==> src/rtl/ahb_pkg.sv <==
// Shared AHB definitions: transfer/response encodings, default-slave states
// and the default mux geometry.
package ahb_pkg;

  localparam int DW_DEFAULT   = 32;
  localparam int NSLV_DEFAULT = 4;

  localparam logic [1:0] HTRANS_IDLE   = 2'b00;
  localparam logic [1:0] HTRANS_BUSY   = 2'b01;
  localparam logic [1:0] HTRANS_NONSEQ = 2'b10;
  localparam logic [1:0] HTRANS_SEQ    = 2'b11;

  localparam logic HRESP_OKAY  = 1'b0;
  localparam logic HRESP_ERROR = 1'b1;

  typedef enum logic [1:0] {
    DS_IDLE = 2'd0,
    DS_ERR1 = 2'd1,
    DS_ERR2 = 2'd2
  } ds_state_t;

  // NONSEQ and SEQ are the only transfer types that demand a response.
  function automatic logic htrans_active(input logic [1:0] htrans);
    return htrans[1];
  endfunction

endpackage

==> src/rtl/ahb_default_slave.sv <==
// Default slave for unmapped addresses: answers every active transfer with
// the two-cycle AHB ERROR response, and OKAY/zero-wait otherwise.
module ahb_default_slave
  import ahb_pkg::*;
(
  input  logic HCLK,
  input  logic HRESETn,
  input  logic sel,
  input  logic HREADY,
  output logic HREADYOUT,
  output logic HRESP
);

  ds_state_t state_reg, state_next;

  always_ff @(posedge HCLK) begin
    if (!HRESETn) begin
      state_reg <= DS_IDLE;
    end else begin
      state_reg <= state_next;
    end
  end

  always_comb begin
    state_next = state_reg;
    HREADYOUT  = 1'b1;
    HRESP      = HRESP_OKAY;
    case (state_reg)
      DS_IDLE: begin
        if (HREADY && sel) state_next = DS_ERR1;
      end
      DS_ERR1: begin
        HREADYOUT  = 1'b0;
        HRESP      = HRESP_ERROR;
        state_next = DS_ERR2;
      end
      DS_ERR2: begin
        HRESP      = HRESP_ERROR;
        // The address phase overlapping ERR2 decides whether another pair follows.
        state_next = (HREADY && sel) ? DS_ERR1 : DS_IDLE;
      end
      default: state_next = DS_IDLE;
    endcase
  end

endmodule

==> src/rtl/ahb_resp_mux.sv <==
// AHB slave-to-master response multiplexer with data-phase select register
// and an embedded default slave occupying select index NSLV.
module ahb_resp_mux
  import ahb_pkg::*;
#(
  parameter int DW   = DW_DEFAULT,
  parameter int NSLV = NSLV_DEFAULT
) (
  input  logic               HCLK,
  input  logic               HRESETn,
  input  logic [NSLV-1:0]    slave_sel,
  input  logic [1:0]         HTRANS,
  input  logic [NSLV*DW-1:0] HRDATA_S,
  input  logic [NSLV-1:0]    HREADYOUT_S,
  input  logic [NSLV-1:0]    HRESP_S,
  output logic [DW-1:0]      HRDATA,
  output logic               HREADY,
  output logic               HRESP
);

  logic [NSLV:0]   dsel_reg, dsel_next;
  logic            sel_onehot;
  logic            unmapped_active;
  logic            def_readyout, def_resp;
  logic [NSLV:0]   ready_all, resp_all;
  logic [DW-1:0]   data_masked [NSLV];

  // Multi-hot selects are decoder faults and are routed to the default slave.
  assign sel_onehot      = (|slave_sel) && ((slave_sel & (slave_sel - NSLV'(1))) == '0);
  assign unmapped_active = !sel_onehot && htrans_active(HTRANS);

  always_comb begin
    dsel_next = '0;
    if (sel_onehot) begin
      dsel_next = {1'b0, slave_sel};
    end else if (unmapped_active) begin
      dsel_next[NSLV] = 1'b1;
    end
  end

  always_ff @(posedge HCLK) begin
    if (!HRESETn) begin
      dsel_reg <= '0;
    end else if (HREADY) begin
      dsel_reg <= dsel_next;
    end
  end

  ahb_default_slave u_default_slave (
    .HCLK      (HCLK),
    .HRESETn   (HRESETn),
    .sel       (unmapped_active),
    .HREADY    (HREADY),
    .HREADYOUT (def_readyout),
    .HRESP     (def_resp)
  );

  assign ready_all = {def_readyout, HREADYOUT_S};
  assign resp_all  = {def_resp, HRESP_S};

  generate
    for (genvar gi = 0; gi < NSLV; gi++) begin : g_data_mask
      assign data_masked[gi] = HRDATA_S[gi*DW +: DW] & {DW{dsel_reg[gi]}};
    end
  endgenerate

  // dsel is one-hot or zero, so an AND-OR tree is a full mux; the default
  // slave always returns zero data and needs no term.
  always_comb begin
    HRDATA = '0;
    for (int i = 0; i < NSLV; i++) begin
      HRDATA = HRDATA | data_masked[i];
    end
    HREADY = (dsel_reg == '0) || (|(dsel_reg & ready_all));
    HRESP  = |(dsel_reg & resp_all);
  end

endmodule
==> config.mk <==
export PLATFORM = sky130hd
export DESIGN_NAME = ahb_resp_mux
export DESIGN_NICKNAME = d
export VERILOG_FILES = /design/src/rtl/ahb_pkg.sv /design/src/rtl/ahb_default_slave.sv /design/src/rtl/ahb_resp_mux.sv
export SDC_FILE = /design/constraint.sdc
export NUM_CORES = 1
export LEC_CHECK = 0
export BUFFER_PORTS_ARGS = -buffer_cell sky130_fd_sc_hd__buf_2
export CAP_MARGIN = 20
export CORE_MARGIN = 10
export CORE_UTILIZATION = 29
export DETAILED_ROUTE_END_ITERATION = 7
export GPL_TIMING_DRIVEN = 0
export HOLD_SLACK_MARGIN = 0.1
export PLACE_DENSITY = 0.81
export SLEW_MARGIN = 20
export SYNTH_ARGS = -nofsm -noshare
export SYNTH_HDL_FRONTEND = slang
export SYNTH_SLANG_ARGS = --single-unit
export TNS_END_PERCENT = 1
==> constraint.sdc <==
create_clock -name HCLK -period 2.3 [get_ports HCLK]
set_clock_uncertainty 0.15 [all_clocks]
set_input_delay 0.23 -clock HCLK [delete_from_list [all_inputs] [get_ports HCLK]]
set_output_delay 0.23 -clock HCLK [all_outputs]
set_load 0.02 [all_outputs]
==> impl_metrics.tcl, run 1 <==
set metrics [dict create \
    cp_max_fo 9 \
    min_period_over_period 0.9273 \
    cts_setup_buffers 0 \
    reg2reg_slack_ns 0.29 \
    yosys_warnings 0 \
    setup_ws_ns 0.1672 \
    status "finished clean" \
    hpwl_mm 6.153 \
    syn_to_final_growth_pct 87.03 \
    path_clk_slew_ns 0.04 \
    synth.area.mux_share 0.02637 \
    crit_start "dsel_reg[2]" \
    setup_viol 0 \
    powerDensity_mw_per_mm2 287.6 \
    critPathKind "reg2out" \
    crit_path_end_kind "primary output" \
    port_buffers 176 \
    tns_ns 0 \
    largest_register_ffs 5 \
    grt_use_total 0.1737 \
    drtIter0Drc 146 \
    wl_per_cell_um 18.16 \
    crit_end "HREADY" \
    irDropWorstVdd_mv 0.1613 \
    final_core_util 0.5731 \
    synth_top_family_by_area "compound AO/OA/AOI/OAI gates" \
    synth_compound_area_frac 0.5033 \
    via_count 2016 \
    ff2ff_path_depth 6 \
    drv_slew 0 \
    cts_root_buffer "clkbuf_8" \
    r2r_end "u_default_slave.state_reg[0]" \
    whs_ns 0.1567 \
    cts_sinks 7 \
    total_power_mw 0.6124 \
    drive_gt1_frac 0.5394 \
    dieArea_sq_mm 0.006833 \
    htreeDepth 1 \
    start_util 0.3064 \
    numCtsBuffers 3 \
    cts_tree "done" \
    grt_pass1_wl_mm 9.666 \
    cp_data_arrival_time_ns 1.75 \
    drcViolationCount 0 \
    antenna_found_initial 0 \
    synth_xor_area_frac 0.007692 \
    yosys.area_share.simple 0.2220 \
    die_w_um 82.66 \
    io_pins 178 \
    netlist_instances 163 \
    rsz0062_at_grt "no" \
    finalHoldViolations 0 \
    hold_path_startpoint "HRESETn" \
    ys_types 31 \
    first_pass_iters 4 \
    synth_fa_ha_area_frac 0.04396 \
    seq_area_frac_synth 0.1231 \
    slew_headroom 0.6840 \
    first_global_vias 1930 \
    nets 492 \
    critPathRequiredTime_ns 1.92 \
    syn_area_sq_mm 0.001139 \
    routabilityCongestion 0.8984 \
    clock.fmax_mhz 468.9 \
    die_h_um 82.66 \
    dp_slack_ns 0.2946 \
    final.min_clock_period_ns 2.133 \
    worstMarginPinSlew_ns 0.4740 \
    clk_latency_ns 0.22 \
    syn_avg_cell_area_sq_um 6.985 \
    maxCapViolCount 0 \
    antennaDiodeCount 0 \
    critPathLaunchType "register" \
    hold_class "in2reg" \
    via_per_inst 5.156 \
    grt_max_degree 11 \
    core_sq_mm 0.003716 \
    synth_nets 311 \
    fp-row-count 22 \
    clock_path_buffers 2 \
    grt.overflow.total 0 \
    postRouteAntennaNets 0 \
    r2r-start "dsel_reg[2]" \
    wl_mm 7.102 \
    p_leak_nw 1.247 \
    synth-seq-cells 7 \
]
==> report_power, final <==
part	internal [mW]	switching, mW
clock	0.119	0.0465
sequential	0.129	0.00675
combinational	0.154	0.157
total	0.402	0.210
==> metrics by stage <==
step	cells	cell area, sq um
after detailed placement	387	2079
after floorplan	163	1139
final	391	2130
after global routing	391	2130
after CTS	391	2125
after global placement	387	2079
==> critical path: stages, from the launching register on <==
cell	delay, ns
dfxtp_1	0.29
clkbuf_1	0.21
a222oi_1	0.35
nand3_1	0.20
nor2_4	0.24
inv_1	0.07
buf_2	0.16
==> per-layer routing <==
layer  GRT usage  vias to the layer above  wire length (um)
li1            -                     1001                 -
met1      0.2143                      890              2513
met2      0.2994                      117              3673
met3     0.03888                        8               853
met4     0.03679                        0                62
met5           0                        -                 0
==> worst min path at each step <==
stage | to | slack, ns | depth (start not counted)
after floorplan | dsel_reg[0] | 0.20 | 1
after global placement | u_default_slave.state_reg[0] | 0.35 | 2
after detailed placement | u_default_slave.state_reg[0] | 0.35 | 2
after CTS | dsel_reg[0] | 0.16 | 2
after global routing | dsel_reg[0] | 0.17 | 2
final | dsel_reg[0] | 0.16 | 2
==> cells in the mapped netlist <==
| master | count | area [sq um] |
|---|---|---|
| o21a_1 | 1 | 7.510 |
| o211ai_1 | 1 | 7.510 |
| buf_2 | 1 | 5.000 |
| nor2_2 | 1 | 6.260 |
| nor2b_1 | 3 | 18.77 |
| a21boi_1 | 1 | 7.510 |
| mux2i_1 | 3 | 30.03 |
| dfxtp_1 | 7 | 140.1 |
| o21ai_0 | 1 | 5.000 |
| a41o_1 | 1 | 10.01 |
| nand3_1 | 2 | 10.01 |
| o2111ai_2 | 1 | 15.01 |
| inv_1 | 4 | 15.01 |
| and2_1 | 1 | 6.260 |
| nand2_1 | 36 | 135.1 |
| or4_4 | 1 | 11.26 |
| a222oi_1 | 2 | 20.02 |
| or3_1 | 1 | 6.260 |
| ha_1 | 4 | 50.05 |
| xor2_1 | 1 | 8.760 |
| nor2_4 | 1 | 11.26 |
| buf_1 | 1 | 3.750 |
| nor4b_1 | 3 | 26.28 |
| a22oi_1 | 65 | 488.0 |
| a21oi_1 | 1 | 5.000 |
| clkbuf_1 | 13 | 48.80 |
| nor2_1 | 2 | 7.510 |
| nand2b_1 | 1 | 6.260 |
| a21boi_0 | 1 | 7.510 |
| or4_1 | 1 | 7.510 |
| buf_6 | 1 | 11.26 |
==> layout make-up <==
type	instances	area, sq um
repair buffers	176	880.8
fillers	372	1587
inverters	4	15.01
clock buffers	4	45.04
plain buffers	16	68.82
well taps	48	60.06
multi-input cells	136	919.6
flip-flops and latches	7	140.1
==> what timing repair did <==
action	in CTS	in global routing
resized for setup	0	1
setup endpoints to repair	0	1
hold buffers	0	0
==> layout by cell type (no fill, tap or decap) <==
cell type	count
buf_2	177
a22oi_1	65
nand2_1	36
clkbuf_1	14
dfxtp_1	7
inv_1	4
ha_1	4
nor4b_1	3
mux2i_1	3
nor2b_1	3
clkbuf_8	3
a222oi_1	2
nand3_1	2
nor2_4	2
nor2_1	2
nand2b_1	1
buf_6	1
or4_4	1
buf_1	1
xor2_1	1
o21ai_0	1
o211ai_1	1
or4_1	1
o2111ai_2	1
or3_1	1
a21boi_1	1
and2_1	1
o21a_1	1
a21boi_0	1
a21oi_1	1
a41o_1	1
==> logic make-up (layout without fill, tap and decap cells) <==
kind of cell	Yosys count	count (layout)
compound gates	75	75
buf+inv	20	200
fa+ha+maj	4	4
mux	3	3
flops	7	7
simple gates	53	53
xor+xnor	1	1
No activity file was read; power rests on OpenSTA's default activity.
==> run 2: changes to the inputs <==
- CORE_MARGIN: 10 -> 5
==> run 2 against run 1 <==
Compared with the run above:
- maximum frequency rose by 1.3%
- final cell count increased by 0.26%
- register-to-register slack barely moved
- routed wire length is 15% lower
- non-clock buffer count rose by 1
- total power increased by 2.7%
- critical endpoint is now HRDATA[2]
- largest power group unchanged
==> impl_metrics.tcl, run 2 (synthesized netlist as in run 1, its figures left out) <==
set metrics [dict create \
    dp_slack_ns 0.2720 \
    cts_tree "done" \
    first_global_vias 1954 \
    grt_pass1_wl_mm 9.135 \
    wl_mm 6.002 \
    hpwl_mm 5.080 \
    holdBufCountCts 0 \
    cts_sinks 7 \
    clock_path_buffers 2 \
    irDropWorstVdd_mv 0.2562 \
    instances_no_fill 392 \
    antennaDiodeCount 0 \
    p_leak_nw 1.252 \
    drtIter0Drc 101 \
    htreeDepth 1 \
    critPathKind "reg2out" \
    setup_viol 0 \
    maxCapViolCount 0 \
    syn_to_final_growth_pct 87.69 \
    critPathSlowestCell "clkbuf_1" \
    start_util 0.3041 \
    status "finished clean" \
    worstHoldPathCells 2 \
    io_pins 178 \
    setup_ws_ns 0.1954 \
    critPathRequiredTime_ns 1.92 \
    via_per_inst 5.079 \
    dieArea_sq_mm 0.005279 \
    placed_area_sq_mm 0.002079 \
    hold_path_startpoint "HRESETn" \
    cts_root_buffer "clkbuf_8" \
    critPathLaunchType "register" \
    crit_path_end_kind "primary output" \
    r2r_end "u_default_slave.state_reg[0]" \
    drcViolationCount 0 \
    grt_use_total 0.2096 \
    nets 493 \
    tns_ns 0 \
    finalHoldViolations 0 \
    final_cell_mix "buf_2, a22oi_1, nand2_1" \
    holdPathEnd "dsel_reg[0]" \
    crit_chain "clkbuf_1, clkbuf_1, a22oi_1, nand2_1, buf_2" \
    fp-row-count 22 \
    routabilityCongestion 0.9269 \
    slew_headroom 0.7053 \
    drv_slew 0 \
    cp_data_arrival_time_ns 1.72 \
    crit_path_frequent_cell "clkbuf_1" \
    first_pass_iters 4 \
    final_area_sq_mm 0.002137 \
    die_h_um 72.66 \
    drive_gt1_frac 0.5407 \
    core_sq_mm 0.003744 \
    path_clk_slew_ns 0.04 \
    die_w_um 72.66 \
    wl_per_cell_um 15.31 \
    crit_start "dsel_reg[2]" \
    final_common_cell "buf_2" \
    numCtsBuffers 3 \
    cp_max_fo 10 \
    largest_register_ffs 5 \
    port_buffers 176 \
    antenna_found_initial 1 \
    max_stage_delay_ns 0.40 \
    ff2ff_path_depth 6 \
    final.min_clock_period_ns 2.105 \
    grt_max_degree 11 \
    clock.fmax_mhz 475.2 \
    powerDensity_mw_per_mm2 294.3 \
    reg2reg_slack_ns 0.29 \
    min_period_over_period 0.9150 \
    clk_latency_ns 0.23 \
    hold_class "in2reg" \
    via_count 1991 \
    postRouteAntennaNets 0 \
    r2r-start "dsel_reg[2]" \
    worstMarginPinSlew_ns 0.4421 \
    place_inst 387 \
    grt.overflow.total 0 \
    rsz0062_at_grt "no" \
]
[run 2: cell count changes in the layout (fill, tap and decap cells not counted), sizes merged]
cell / before / now
buf: 179 / 180
[run 2: timing repair]
action / CTS / global route
setup endpoints to repair: 0 / 1
endpoints found under the hold margin: 0 / 0
buffers inserted: 0 / 1
resized for setup: 0 / 1
[run 2: stage by stage]
stage	hold slack [ns]	power (mW)	utilization
floorplan	0.1975	0.2718	-
global placement	0.3521	0.4368	0.5555
detailed placement	0.3638	0.4436	0.5555
CTS	0.1462	0.6230	0.5675
global route	0.1582	0.6704	0.5709
finish	0.1449	0.6289	0.5709
[run 2: layout make-up]
class	count	area [sq um]
Clock buffer	4	45.04
Sequential cell	7	140.1
Fill cell	387	1607
Timing Repair Buffer	177	888.4
Buffer	16	68.82
Multi-Input combinational cell	136	919.6
Tap cell	48	60.06
Inverter	4	15.01
[run 2: routing by layer]
metal	wire length, um	up-vias	part of all wire	track usage
li1	-	1000	-	-
met1	2248	869	0.37	0.2696
met2	2990	107	0.50	0.3557
met3	649	13	0.11	0.04132
met4	101	2	0.017	0.05328
met5	13	-	0.0022	0
[run 2: how the worst max path moves through the flow]
stage,end,slack (ns),depth (start not counted)
final,HRDATA[2],0.20,5
after global placement,HREADY,0.32,6
after floorplan,u_default_slave.state_reg[0],0.46,6
after global routing,HRDATA[17],0.008,5
after CTS,HREADY,0.02,6
after detailed placement,HREADY,0.27,6
[run 2: power by group]
group	switching [mW]	internal (mW)
Combinational	0.156	0.158
Clock	0.0593	0.120
Sequential	0.00685	0.129
[run 2: critical path: cells and delay by family (launching register included)]
family,cells,cell delay (ns)
AOI/OAI and AO/OA,1,0.19
buffers and inverters,3,0.90
DFF,1,0.29
and+or+nand+nor,1,0.10
